$ cat config.mk
export PLATFORM = sky130hd
export DESIGN_NAME = program_loader
export DESIGN_NICKNAME = d
export VERILOG_FILES = /design/src/rtl/program_loader_pkg.sv /design/src/rtl/program_loader_ldr_checksum.sv /design/src/rtl/program_loader.sv
export SDC_FILE = /design/constraint.sdc
export NUM_CORES = 1
export LEC_CHECK = 0
export CAP_MARGIN = 40
export CORE_ASPECT_RATIO = 1.5
export CORE_MARGIN = 2
export CORE_UTILIZATION = 59
export DETAILED_ROUTE_END_ITERATION = 6
export DONT_BUFFER_PORTS = 1
export GPL_TIMING_DRIVEN = 0
export PLACE_DENSITY = 0.83
export SETUP_SLACK_MARGIN = 0.02
export SLEW_MARGIN = 40
export SYNTH_ARGS = -nofsm -noshare
export SYNTH_HDL_FRONTEND = slang
export SYNTH_HIERARCHICAL = 1
export SYNTH_SLANG_ARGS = --single-unit
$ cat constraint.sdc
create_clock -name clk -period 3.7 [get_ports clk]
set_input_delay 0.74 -clock clk [delete_from_list [all_inputs] [get_ports clk]]
set_output_delay 0.74 -clock clk [all_outputs]
set_load 0.01 [all_outputs]
$ cat src/rtl/program_loader_pkg.sv
// Shared widths, loader state encodings and the default program base address.
package program_loader_pkg;

  localparam int ADDR_WIDTH = 16;
  localparam int REG_WIDTH  = 8;

  localparam logic [ADDR_WIDTH-1:0] INSTRUCTION_BASE = 16'h0200;

  typedef enum logic [2:0] {
    LDR_IDLE   = 3'd0,
    LDR_LOAD   = 3'd1,
    LDR_FLUSH  = 3'd2,
    LDR_VERIFY = 3'd3,
    LDR_CHECK  = 3'd4,
    LDR_DONE   = 3'd5,
    LDR_ERR    = 3'd6
  } ldr_state_e;

endpackage

$ cat src/rtl/program_loader_ldr_checksum.sv
// Modulo-2^DATA_W byte accumulator; clear has priority over enable.
module ldr_checksum
  import program_loader_pkg::*;
#(
  parameter int DATA_W = REG_WIDTH
) (
  input  logic              clk,
  input  logic              clr_i,
  input  logic              en_i,
  input  logic [DATA_W-1:0] data_i,
  output logic [DATA_W-1:0] sum_o
);

  logic [DATA_W-1:0] sum_q;

  always_ff @(posedge clk) begin
    if (clr_i) begin
      sum_q <= '0;
    end else if (en_i) begin
      sum_q <= sum_q + data_i;
    end
  end

  assign sum_o = sum_q;

endmodule

$ cat src/rtl/program_loader.sv
// Streams a program image into mem while the CPU is parked, optionally
// verifies it with a read-back checksum, then releases mem and fires trigger.
module program_loader #(
  parameter int ADDR_WIDTH = program_loader_pkg::ADDR_WIDTH,
  parameter int REG_WIDTH  = program_loader_pkg::REG_WIDTH
) (
  input  logic                  clk,
  input  logic                  reset,
  input  logic                  start,
  input  logic [ADDR_WIDTH-1:0] base_addr,
  input  logic [ADDR_WIDTH-1:0] length,
  input  logic                  verify_en,
  input  logic [REG_WIDTH-1:0]  din,
  input  logic                  din_valid,
  output logic                  din_ready,
  output logic [ADDR_WIDTH-1:0] mem_addr,
  output logic [REG_WIDTH-1:0]  mem_dout,
  output logic                  mem_we,
  input  logic [REG_WIDTH-1:0]  mem_din,
  output logic                  mem_own,
  output logic                  cpu_hold,
  output logic                  trigger,
  output logic                  busy,
  output logic                  done,
  output logic                  error,
  output logic [ADDR_WIDTH-1:0] count
);

  import program_loader_pkg::*;

  ldr_state_e            state_q, state_d;
  logic [ADDR_WIDTH-1:0] base_q, base_d;
  logic [ADDR_WIDTH-1:0] len_q, len_d;
  logic [ADDR_WIDTH-1:0] count_q, count_d;
  logic [ADDR_WIDTH-1:0] rd_idx_q, rd_idx_d;
  logic [ADDR_WIDTH-1:0] addr_q, addr_d;
  logic [REG_WIDTH-1:0]  dout_q, dout_d;
  logic                  verify_q, verify_d;
  logic                  we_q, we_d;
  logic                  trig_q, trig_d;

  logic                  idle_st;
  logic                  start_acc;
  logic                  hs;
  logic                  last_hs;
  logic                  rsum_en;
  logic [REG_WIDTH-1:0]  wsum;
  logic [REG_WIDTH-1:0]  rsum;
  logic [REG_WIDTH-1:0]  rsum_next;

  assign idle_st   = (state_q == LDR_IDLE) || (state_q == LDR_DONE) || (state_q == LDR_ERR);
  assign start_acc = start && idle_st;
  assign din_ready = (state_q == LDR_LOAD) && (count_q != len_q);
  assign hs        = din_valid && din_ready;
  assign last_hs   = hs && (count_q == len_q - ADDR_WIDTH'(1));
  // CHECK compares with the final read word folded in, so no extra cycle is needed.
  assign rsum_next = rsum + mem_din;

  ldr_checksum #(.DATA_W(REG_WIDTH)) u_wsum (
    .clk    (clk),
    .clr_i  (start_acc),
    .en_i   (hs),
    .data_i (din),
    .sum_o  (wsum)
  );

  ldr_checksum #(.DATA_W(REG_WIDTH)) u_rsum (
    .clk    (clk),
    .clr_i  (start_acc),
    .en_i   (rsum_en),
    .data_i (mem_din),
    .sum_o  (rsum)
  );

  always_comb begin
    state_d  = state_q;
    base_d   = base_q;
    len_d    = len_q;
    verify_d = verify_q;
    count_d  = count_q;
    rd_idx_d = rd_idx_q;
    addr_d   = addr_q;
    dout_d   = dout_q;
    we_d     = 1'b0;
    trig_d   = 1'b0;
    rsum_en  = 1'b0;

    case (state_q)
      LDR_IDLE, LDR_DONE, LDR_ERR: begin
        if (start) begin
          base_d   = base_addr;
          len_d    = length;
          verify_d = verify_en;
          count_d  = '0;
          if (length == '0) begin
            state_d = LDR_DONE;
            trig_d  = 1'b1;
          end else begin
            state_d = LDR_LOAD;
          end
        end
      end
      LDR_LOAD: begin
        if (hs) begin
          we_d    = 1'b1;
          addr_d  = base_q + count_q;
          dout_d  = din;
          count_d = count_q + ADDR_WIDTH'(1);
          if (last_hs) state_d = LDR_FLUSH;
        end
      end
      LDR_FLUSH: begin
        if (verify_q) begin
          state_d  = LDR_VERIFY;
          addr_d   = base_q;
          rd_idx_d = '0;
        end else begin
          state_d = LDR_DONE;
          trig_d  = 1'b1;
        end
      end
      LDR_VERIFY: begin
        // Read data lags the address by one cycle; the first VERIFY cycle has nothing to absorb.
        rsum_en = (rd_idx_q != '0);
        if (rd_idx_q == len_q - ADDR_WIDTH'(1)) begin
          state_d = LDR_CHECK;
        end else begin
          rd_idx_d = rd_idx_q + ADDR_WIDTH'(1);
          addr_d   = addr_q + ADDR_WIDTH'(1);
        end
      end
      LDR_CHECK: begin
        rsum_en = 1'b1;
        if (rsum_next == wsum) begin
          state_d = LDR_DONE;
          trig_d  = 1'b1;
        end else begin
          state_d = LDR_ERR;
        end
      end
      default: state_d = LDR_IDLE;
    endcase
  end

  always_ff @(posedge clk) begin
    if (reset) begin
      state_q <= LDR_IDLE;
      we_q    <= 1'b0;
      trig_q  <= 1'b0;
      count_q <= '0;
      addr_q  <= '0;
      dout_q  <= '0;
    end else begin
      state_q <= state_d;
      we_q    <= we_d;
      trig_q  <= trig_d;
      count_q <= count_d;
      addr_q  <= addr_d;
      dout_q  <= dout_d;
    end
  end

  // Load parameters and read pointer are always written before use.
  always_ff @(posedge clk) begin
    base_q   <= base_d;
    len_q    <= len_d;
    verify_q <= verify_d;
    rd_idx_q <= rd_idx_d;
  end

  assign mem_addr = addr_q;
  assign mem_dout = dout_q;
  assign mem_we   = we_q;
  assign mem_own  = (state_q != LDR_DONE);
  assign cpu_hold = (state_q != LDR_DONE);
  assign trigger  = trig_q;
  assign busy     = !idle_st;
  assign done     = (state_q == LDR_DONE);
  assign error    = (state_q == LDR_ERR);
  assign count    = count_q;

endmodule

[Word level (Yosys, flattened, before mapping)]
Index checks and enable logic that the tools add are counted.
Storage, ports and cells
  register bits: 110
  input port bits: 53
  output and inout bits: 48
  logic and storage cells: 83
Operators by class
  add/subtract/negate cells: 7
  equality and inequality tests: 17
  mux-type cells: 25
  bitwise operators: 1
  reductions and logical operators: 21
Operators by type and width (number)
  two-way mux 16 bit: 7
  case mux 16 bit (2 select lines): 2
  adder 16 x 1 -> 16 bit (second input constant): 3
  case mux 16 bit (3 select lines): 1
  equality test 16 bit: 2
  two-way mux 3 bit: 6
  adder 16 bit: 1
  adder 8 bit: 2
  zero test 16 bit: 1
  != test 16 bit: 1
  nonzero test 16 bit: 1
  subtractor 16 x 1 -> 16 bit (second input constant): 1
  case mux 3 bit (5 select lines): 1
  != test 2 bit (second input constant): 6
  equality test 3 bit (second input constant): 3
  equality test 8 bit: 1
  AND reduction 4 bit: 2
  equality test 3 x 2 -> 1 bit (second input constant): 2
  AND reduction 3 bit: 2
  two-way mux 1 bit: 5
  logical AND 1 bit: 4
  AND reduction 2 bit: 2
  nonzero test 2 bit: 2
  equality test 3 x 1 -> 1 bit (second input constant): 1
  other kinds (11): 12

[Logic depth before layout (Yosys ltp)]
Gate-level depths: netlist of run 1.
  depth in word-level cells: 7
  mapped depth: 13
  mapped depth without buffers: 11

[Modules after synthesis]
The synthesis of run 1 kept the hierarchy.
By module, submodules not included
  program_loader: times used 1, cells each 776, area an instance 6777.8 µm², seq. area each 2372.3 µm²
  ldr_checksum: times used 2, cells each 74, area an instance 618.1 µm², seq. area each 160.2 µm²

[Worst setup path before layout of run 1]
OpenSTA, ideal clock, no wires.
  path type: register -> register
  start: register state_q[0]
  end: register count_q[14], in the netlist count[14]
  setup time: 70 ps
  arrival: 3716 ps
  required time: 3630 ps
  slack: -86 ps
  cell stages (with the launch flop): 11
  path buffers: 3
  clock period less this slack: 3786 ps
  cells stage by stage: dfxtp_1 clkbuf_1 inv_1 clkbuf_1 a21boi_1 nor2b_1 o211ai_1 or2_1 clkbuf_1 or3_1 a21oi_1
Between the ends
  longest elaborated chain between the ends: 5
  elaborated cells between the ends (all ways): 12
  classes of those cells: eq/ne (5); mux (1); reduce/logical (6)
RTL lines
  start: declaration: RTL line program_loader.sv:31  | ldr_state_e state_q, state_d;
  start signal: assignment: RTL line program_loader.sv:154  | state_q <= state_d;
  equality test 3 x 1 -> 1 bit: RTL line program_loader.sv:53, program_loader.sv:88
  logical AND 1 bit: RTL line program_loader.sv:53  | assign din_ready = (state_q == LDR_LOAD) && (count_q != len_q);
  logical AND 1 bit: RTL line program_loader.sv:54  | assign hs = din_valid && din_ready;
  != test 2 bit (no line)
  AND reduction 3 bit (no line)
  end signal: assignment: RTL line program_loader.sv:157  | count_q <= count_d;
  end: declaration: RTL line program_loader.sv:34  | logic [ADDR_WIDTH-1:0] count_q, count_d;
Parallel ways exist; a longest one is shown, timed or not.
A chain may end at the register's enable or synchronous reset.

[Final worst setup path of run 1]
  start: register len_q[0]
  end: register state_q[0]
Between the ends
  longest elaborated chain between the ends: 6
  elaborated cells between the ends (all ways): 11
  classes of those cells: add/sub (1); eq/ne (6); reduce/logical (4)
RTL lines
  start: declaration: RTL line program_loader.sv:33  | logic [ADDR_WIDTH-1:0] len_q, len_d;
  start signal: assignment: RTL line program_loader.sv:166  | len_q <= len_d;
  branches (longest 5 deep; another with subtractor 16 x 1 -> 16 bit)
  AND reduction 4 bit (no line) (*)
Every way passes the cells marked *.

==> results.tsv, run 1 <==
stage	metric	value	unit
final_layout	final_area	8680	um^2
cts	tritoncts	done	
synthesis	yosysWarnings	6	
critical_path	path_common_cell	or4b_1	
timing	finalSetupViolations	0	
final_layout	multiInputGateArea	5030	um^2
timing	hold_viol	0	
floorplan	die_y	147	um
worst_hold_path	hp-class	in2reg	
final_layout	drive_above_1_share	0.0615	
timing	drv_slew	0	
floorplan	initial_utilization	0.598	
synthesis	syn_inst	924	
critical_path	start_kind	flip-flop	
critical_path	critPathMaxFanout	6	
cts	htreeDepth	3	
critical_path	cp-end-kind	flip-flop	
timing	max_freq	278	MHz
synthesis	synth_adder_area_share	0.0740	
floorplan	row_count	52	
global_route	grt_usage	0.295	
cts	cts_sinks	110	
detailed_routing	drtIter0Drc	388	
run	drv_cap	0	
final_layout	fill_cells	1076	
critical_path	cp_top_family	simple AND/OR/NAND/NOR gates	
synthesis	synth_xor_area_frac	0.109	
synthesis	synth-compound-area-share	0.176	
timing	relSlewSlack	0.481	
detailed_routing	drc_errors	0	
synthesis	seq_area_frac_synth	0.336	
final_layout	layout_commonest_cell	nor2_1	
critical_path	cp.arrival	3.81	ns
critical_path	crit_chain	buf_6 > inv_1 > ha_4 > or4b_4 > or4_1 > xor2_1 > nand3_1 > or4b_1 > or4b_1 > o211ai_1 > a21oi_1	
timing	min_period_over_period	0.972	
global_route	grt_overflow	0	
final_layout	diodes	0	
final_layout	finalNonFillerCells	1105	
final_layout	area_growth	8.34	%
cts	cts-root-buf	clkbuf_16	
detailed_routing	ant_nets	0	
run_status	status	finished clean	
floorplan	fp.dieW	99.2	um
cts	cts_hold_buf	0	
cts	clockBufferDepth	2	
final_layout	seq_area	2690	um^2
critical_path	critPathRequiredTime	3.91	ns
floorplan	die-area	14600	um^2
timing	worst_pin_slew	0.778	ns
synthesis	synth.area.mux_share	0.0254	
placed_design	place_area	8290	um^2
synthesis	synth-edff-count	49	
detailed_routing	wl_per_cell	19.9	um
critical_path	cpPeakStageDelay	0.60	ns
placed_design	dp_cells	1088	
placed_design	numPortBuffers	0	
timing	period_needed	3.60	ns
timing	skew	0.00953	ns
detailed_routing	drt-vias-per-instance	6.59	
placed_design	hpwl	16800	um
cts	cts.clk_slew.worst_paths	0.08	ns
global_route	grt_max_degree	19	
synthesis	synth-async-reset-ratio	0	
critical_path	worst-path-buf-inv	2	
critical_path	critical_path_class	reg2reg	
placed_design	globalplace.congestion	0.943	
timing	rsz0062_at_grt	true	
global_route	grt_pass1_wl	34600	um
floorplan	coreArea	13400	um^2
critical_path	cpMaxStageDelayCell	or4_1	
final_layout	final_cell_mix	nor2_1, dfxtp_1, xnor2_1, a21oi_1, nand2_1	
cts	cts_buffers	9	
final_layout	nNetsFinal	1036	
synthesis	netlist_area	8010	um^2
synthesis	synth_top_family_by_area	simple AND/OR/NAND/NOR gates	
detailed_routing	dr.pass1.iters	5	
power	vdd_ir_drop_max	0.244	mV
synthesis	yosys.cell_types.count	78	
global_route	grt_pass1_vias	7205	
power	p_leak	3.09	nW
synthesis	synth-simple-area-share	0.234	
power	totalPowerFinal	2.95	mW
synthesis	syn_avg_cell_area	8.67	um^2
power	power.density	340	nW/um^2
synthesis	ys_ff_latch	110	
cts	clk_latency	0.36	ns
global_route	antenna_found_initial	1	
synthesis	synth_nets	1022	
floorplan	io_pins	101	
synthesis	synth_flop_cell	dfxtp_1	
detailed_routing	vias	7279	
detailed_routing	wirelength	22000	um
-- report_power, final --
group	switching (mW)	internal [mW]	leakage, nW	total (mW)
Combinational	0.294	0.210	2.00	0.504
Sequential	0.0836	1.33	0.942	1.42
Clock	0.481	0.551	0.153	1.03
-- layout make-up --
cell class              count  share of cell area
clock inverters             6             0.00778
plain buffers              50              0.0254
well taps                 162              0.0233
flip-flops and latches    110               0.310
multi-input cells         726               0.580
clock buffers              10              0.0275
repair buffers              5              0.0104
inverters                  36              0.0156
-- logic make-up after synthesis --
group | count (synthesis)
xor gates and xnor gates | 100
and+or+nand+nor | 350
buffers and inverters | 88
AOI/OAI and AO/OA | 211
DFF | 110
muxes | 20
adders and majority gates | 45
-- routing by layer --
metal	track usage	routed length, um	share of wire	up-vias
met4	0.156	866	0.039	2
met1	0.311	7910	0.36	3414
met3	0.0733	1800	0.082	75
met2	0.533	11400	0.52	357
met5	0	15	0.00068	-
li1	-	-	-	3431
-- stage by stage --
step	hold slack, ns	TNS (ns)	utilization	setup WS, ns
after CTS	0.468	0	0.643	0.0409
after global routing	0.460	0	0.648	0.00875
after detailed placement	0.492	-0.401	0.619	-0.0258
after global placement	0.479	-5.22	0.614	-0.367
after floorplan	0.461	0	-	0.286
final	0.472	0	0.648	0.104
-- state kept, by name, indices dropped and copies added, names as in the netlist --
signal        flops
base_q           16
count            16
len_q            16
mem_addr         16
mem_dout          8
mem_we            1
rd_idx_q         16
state_q           3
trigger           1
u_rsum/sum_o      8
u_wsum/sum_o      8
verify_q          1
-- synthesized netlist by cell type, types with 13 or more instances --
cell type  number  area share
mux2i_1        17       0.021
xor2_1         41       0.045
nand4_1        15       0.012
nand3_1        37       0.023
nand2_1        57       0.027
a21oi_1        59       0.037
or3_1          20       0.016
nor3_1         33       0.021
nor4_1         17       0.013
ha_1           41       0.064
inv_1          36       0.017
o21ai_0        25       0.016
edfxtp_1       49        0.18
nor2b_1        13       0.010
nor2_1         80       0.037
dfxtp_1        61        0.15
clkbuf_1       34       0.016
xnor2_1        59       0.064
a211oi_1       16       0.015
and3_1         14       0.011
-- path summary, 6_finish.rpt --
check | start | end | slack [ns] | cells after the start
setup reg to reg | len_q[0] | state_q[0] | 0.10 | 11
hold reg to reg | u_rsum/sum_o[4] | u_rsum/sum_o[4] | 0.51 | 2
setup / recovery | len_q[0] | state_q[0] | 0.10 | 11
hold / removal | length[7] | len_q[7] | 0.47 | 0
-- repair_timing --
item / in CTS / in global routing
pin swaps: 1 / 2
setup buffers: 2 / 1
resized for setup: 2 / 10
endpoints found under the setup margin: 18 / 33
(Power assumes the default switching activity.)
==> run 2, diff against run 1 <==
CORE_UTILIZATION = 60   (was 59)
CTS_BUF_LIST = sky130_fd_sc_hd__clkbuf_4   (was not set)
PLACE_DENSITY = 0.84   (was 0.83)
==> results.tsv, run 2 (same netlist as run 1, synthesis figures left out) <==
stage	metric	value	unit
run_status	status	finished clean	
run	drv_cap	0	
detailed_routing	dr.pass1.iters	5	
critical_path	r2r_start	len_q[0]	
floorplan	row_count	51	
final_layout	multiInputGateArea	5070	um^2
critical_path	cp-end-kind	flip-flop	
floorplan	die_y	146	um
global_route	grtUsageMet2	0.514	
placed_design	dp_cells	1085	
power	power.density	300	nW/um^2
cts	clk_latency	0.49	ns
global_route	grt_overflow	0	
cts	cts_sinks	110	
placed_design	post-place-ws	-0.0781	ns
final_layout	fin_util	0.657	
detailed_routing	vias	7248	
critical_path	reg2reg_to	state_q[0]	
final_layout	drive_above_1_share	0.0698	
final_layout	fill_cells	1090	
timing	relSlewSlack	0.485	
placed_design	globalplace.congestion	0.962	
floorplan	fp.dieW	98.4	um
critical_path	rrSetupSlack	0.08	ns
final_layout	seq_area	2690	um^2
power	totalPowerFinal	2.57	mW
timing	fin_ws	0.0760	ns
timing	rsz0062_at_grt	false	
final_layout	layout_commonest_cell	nor2_1	
final_layout	nNetsFinal	1038	
cts	cts_buffers	9	
final_layout	area_growth	6.68	%
critical_path	cp.arrival	3.99	ns
global_route	grt_pass1_wl	34300	um
global_route	grt.met3_usage	0.0620	
cts	cts_hold_buf	0	
global_route	grt_max_degree	19	
critical_path	start_kind	flip-flop	
timing	max_freq	276	MHz
critical_path	rr_worst_depth	12	
global_route	grt_pass1_vias	6969	
timing	min_period_over_period	0.979	
timing	period_needed	3.62	ns
critical_path	startpoint	len_q[0]	
timing	finalSetupViolations	0	
timing	worst_pin_slew	0.770	ns
detailed_routing	drtIter0Drc	493	
detailed_routing	drt-vias-per-instance	6.56	
detailed_routing	wirelength	21800	um
detailed_routing	wl_per_cell	19.7	um
cts	htreeDepth	3	
cts	cts.clk_slew.worst_paths	0.18	ns
floorplan	initial_utilization	0.616	
worst_hold_path	hp-class	in2reg	
final_layout	finalNonFillerCells	1105	
power	p_leak	3.04	nW
detailed_routing	ant_nets	0	
cts	clockBufferDepth	2	
critical_path	critPathRequiredTime	4.06	ns
final_layout	final_cell_mix	nor2_1, dfxtp_1, xnor2_1, a21oi_1, nand2_1	
global_route	grt_util_met1	0.329	
floorplan	die-area	14300	um^2
global_route	grt_usage	0.293	
detailed_routing	drc_errors	0	
cts	tritoncts	done	
global_route	antenna_found_initial	1	
power	vdd_ir_drop_max	0.224	mV
floorplan	coreArea	13000	um^2
placed_design	hpwl	16400	um
global_route	grt_busiest_layer	met2	
timing	hold_viol	0	
floorplan	io_pins	101	
timing	skew	0.0255	ns
critical_path	critPathMaxFanout	10	
critical_path	endpoint	state_q[0]	
critical_path	critical_path_class	reg2reg	
timing	drv_slew	0	
placed_design	numPortBuffers	0	
cts	cts-root-buf	clkbuf_4	
-- run 2: cell count changes in the layout (fill, tap and decap cells not counted), moves of 2 or more --
cell / before / now
clkbuf_4: 0 / 10
clkbuf_16: 9 / 0
buf_4: 3 / 6
clkinv_4: 0 / 2
-- run 2: how the worst min path moves through the flow --
stage	startpoint	to	slack, ns	depth (start not counted)
after floorplan	u_rsum/sum_o[4]	u_rsum/sum_o[4]	0.46	2
after global placement	u_wsum/sum_o[7]	u_wsum/sum_o[7]	0.48	2
after detailed placement	u_rsum/sum_o[7]	u_rsum/sum_o[7]	0.49	2
after CTS	base_addr[7]	base_q[7]	0.31	0
after global routing	base_addr[1]	base_q[1]	0.31	0
final	base_addr[1]	base_q[1]	0.33	0
-- run 2: cell type report --
cell class,instances,area share
Antenna cell,1,0.000293
Tap cell,159,0.0233
Clock inverter,6,0.00820
Multi-Input combinational cell,726,0.594
Timing Repair Buffer,6,0.00849
Clock buffer,10,0.00878
Sequential cell,110,0.315
Inverter,36,0.0158
Buffer,51,0.0266
-- run 2: worst max-delay path: stages, from the launching register on --
cell and delay, ns:
edfxtp_1 0.42, buf_6 0.16, inv_1 0.09, ha_4 0.17, or4b_4 0.51, buf_2 0.23
xnor2_1 0.15, and4b_1 0.21, a2bb2o_1 0.31, or4b_4 0.52, or4b_1 0.54, o211ai_1 0.11
a21oi_1 0.08
-- run 2: routing by layer --
layer / up-vias / routed length (um) / part of all wire
met5: - / 0 / 0
met2: 357 / 10900 / 0.50
met1: 3372 / 8150 / 0.37
li1: 3433 / - / -
met3: 86 / 1620 / 0.074
met4: 0 / 1150 / 0.053
-- run 2: report_power, final --
part           internal, mW  switching [mW]
clock                 0.220           0.430
combinational         0.210           0.292
sequential             1.33          0.0804
-- run 2: per-stage QoR --
step | hold WS [ns] | cell area (um^2) | setup TNS [ns]
after floorplan | 0.461 | 8020 | 0
after global placement | 0.479 | 8220 | -5.50
after CTS | 0.308 | 8450 | 0
after detailed placement | 0.489 | 8270 | -1.24
after global routing | 0.308 | 8550 | 0
final | 0.329 | 8550 | 0
-- run 2: repair_timing --
action | in CTS | in global routing
endpoints found under the setup margin | 21 | 35
buffers inserted | 1 | 3
pin swaps | 2 | 1
gates resized for setup | 3 | 15
==> run 3, diff against run 2 <==
SETUP_SLACK_MARGIN = not set   (was 0.02)
==> results.tsv, run 3 (same netlist as run 1, synthesis figures left out) <==
stage	metric	value	unit
power	p_leak	3.04	nW
detailed_routing	drt-vias-per-instance	6.57	
global_route	grt_max_degree	19	
global_route	grt_pass1_wl	34200	um
critical_path	rrSetupSlack	0.09	ns
cts	cts-root-buf	clkbuf_4	
critical_path	cpPeakStageDelay	0.59	ns
final_layout	finalNonFillerCells	1105	
run	drv_cap	0	
floorplan	row_count	51	
cts	htreeDepth	3	
final_layout	layout_commonest_cell	nor2_1	
detailed_routing	wirelength	21800	um
critical_path	r2r_start	len_q[0]	
critical_path	critPathMaxFanout	6	
final_layout	multiInputGateArea	5080	um^2
cts	clockBufferDepth	2	
final_layout	drive_above_1_share	0.0709	
cts	cts_sinks	110	
placed_design	hpwl	16400	um
global_route	antenna_found_initial	1	
detailed_routing	drtIter0Drc	444	
final_layout	nNetsFinal	1038	
timing	worst_pin_slew	0.770	ns
timing	max_freq	277	MHz
final_layout	fin_util	0.657	
critical_path	start_kind	flip-flop	
detailed_routing	wl_per_cell	19.7	um
placed_design	globalplace.congestion	0.962	
floorplan	fp.dieW	98.4	um
run_status	status	finished clean	
placed_design	post-place-ws	-0.0781	ns
critical_path	rr_worst_depth	11	
floorplan	coreArea	13000	um^2
power	vdd_ir_drop_max	0.224	mV
timing	hold_viol	0	
final_layout	area_growth	6.73	%
global_route	grt_pass1_vias	6946	
detailed_routing	drc_errors	0	
worst_hold_path	min_to	base_q[8]	
cts	cts_buffers	9	
cts	cts.clk_slew.worst_paths	0.18	ns
timing	period_needed	3.61	ns
timing	setup-tns-final	0	ns
worst_hold_path	holdPathStages	0	
critical_path	crit_chain	buf_6 > inv_1 > ha_4 > or4b_4 > or4_1 > xor2_1 > nand3_1 > or4b_4 > or4b_1 > o211ai_1 > a21oi_1	
global_route	grt_overflow	0	
power	totalPowerFinal	2.56	mW
cts	tritoncts	done	
placed_design	dp_cells	1085	
detailed_routing	dr.pass1.iters	5	
worst_hold_path	hp-class	in2reg	
cts	clk_latency	0.48	ns
final_layout	seq_area	2690	um^2
critical_path	cpMaxStageDelayCell	or4_1	
critical_path	critical_path_class	reg2reg	
global_route	grt_usage	0.292	
final_layout	fill_cells	1087	
final_layout	final_cell_mix	nor2_1, dfxtp_1, xnor2_1, a21oi_1, nand2_1	
timing	min_period_over_period	0.976	
floorplan	io_pins	101	
placed_design	numPortBuffers	0	
critical_path	cp.arrival	3.97	ns
critical_path	reg2reg_to	state_q[0]	
critical_path	critPathRequiredTime	4.06	ns
timing	rsz0062_at_grt	false	
timing	fin_ws	0.0880	ns
worst_hold_path	min_from	base_addr[8]	
timing	finalSetupViolations	0	
detailed_routing	vias	7255	
timing	skew	0.0257	ns
floorplan	die_y	146	um
timing	relSlewSlack	0.485	
critical_path	cp-end-kind	flip-flop	
floorplan	initial_utilization	0.616	
power	power.density	300	nW/um^2
detailed_routing	ant_nets	0	
timing	drv_slew	0	
critical_path	path_common_cell	or4b_4	
floorplan	die-area	14300	um^2
==> run 3: power by group <==
group	switching [mW]	total [mW]	leakage, nW	internal (mW)
Combinational	0.291	0.501	2.02	0.210
Sequential	0.0808	1.41	0.942	1.33
Clock	0.427	0.648	0.0814	0.220
Total	0.799	2.56	3.04	1.76
==> run 3: per-stage QoR <==
step | area (um^2) | hold slack [ns]
final | 8550 | 0.334
after global routing | 8550 | 0.308
after detailed placement | 8270 | 0.489
after CTS | 8440 | 0.308
after floorplan | 8020 | 0.461
after global placement | 8220 | 0.479
==> run 3: worst max path at each step <==
stage          startpoint     endpoint  slack (ns)  cells past startpoint
2_1_floorplan    len_q[0]  rd_idx_q[0]        0.29                     10
6_report         len_q[0]   state_q[0]        0.09                     11
3_5_place_dp     len_q[0]  rd_idx_q[9]       -0.08                     10
4_1_cts          len_q[0]   state_q[1]        0.02                     11
5_1_grt          len_q[0]   state_q[0]        0.03                     12
3_3_place_gp   state_q[0]    count[14]       -0.39                     10
==> run 3: repair_timing <==
| action | in CTS | in global routing |
|---|---|---|
| buffers inserted | 1 | 3 |
| endpoints found under the setup margin | 18 | 34 |
| resized for setup | 2 | 17 |
| gates cloned | 0 | 0 |
| pin swaps | 2 | 1 |
| hold buffers | 0 | 0 |
==> run 3: metal layers <==
| metal | share of wire | vias up | track usage |
|---|---|---|---|
| li1 | - | 3438 | - |
| met3 | 0.075 | 92 | 0.0615 |
| met2 | 0.50 | 374 | 0.512 |
| met1 | 0.37 | 3351 | 0.328 |
| met4 | 0.054 | 0 | 0.155 |
| met5 | 0 | - | 0 |
==> run 3: cell type report <==
cell class,count,area share
Inverter,36,0.0158
Timing Repair Buffer,6,0.00848
Clock buffer,10,0.00878
Buffer,51,0.0266
Multi-Input combinational cell,726,0.594
Tap cell,159,0.0233
Clock inverter,6,0.00819
Antenna cell,1,0.000293
Sequential cell,110,0.315
==> run 3: worst max-delay path, delay by kind of cell, from the launching register on <==
family                     cells  cell delay [ns]
buffers and inverters          2             0.25
DFF                            1             0.41
xor gates and xnor gates       1             0.17
and+or+nand+nor                5             2.30
AOI/OAI and AO/OA              2             0.19
adders and majority gates      1             0.17
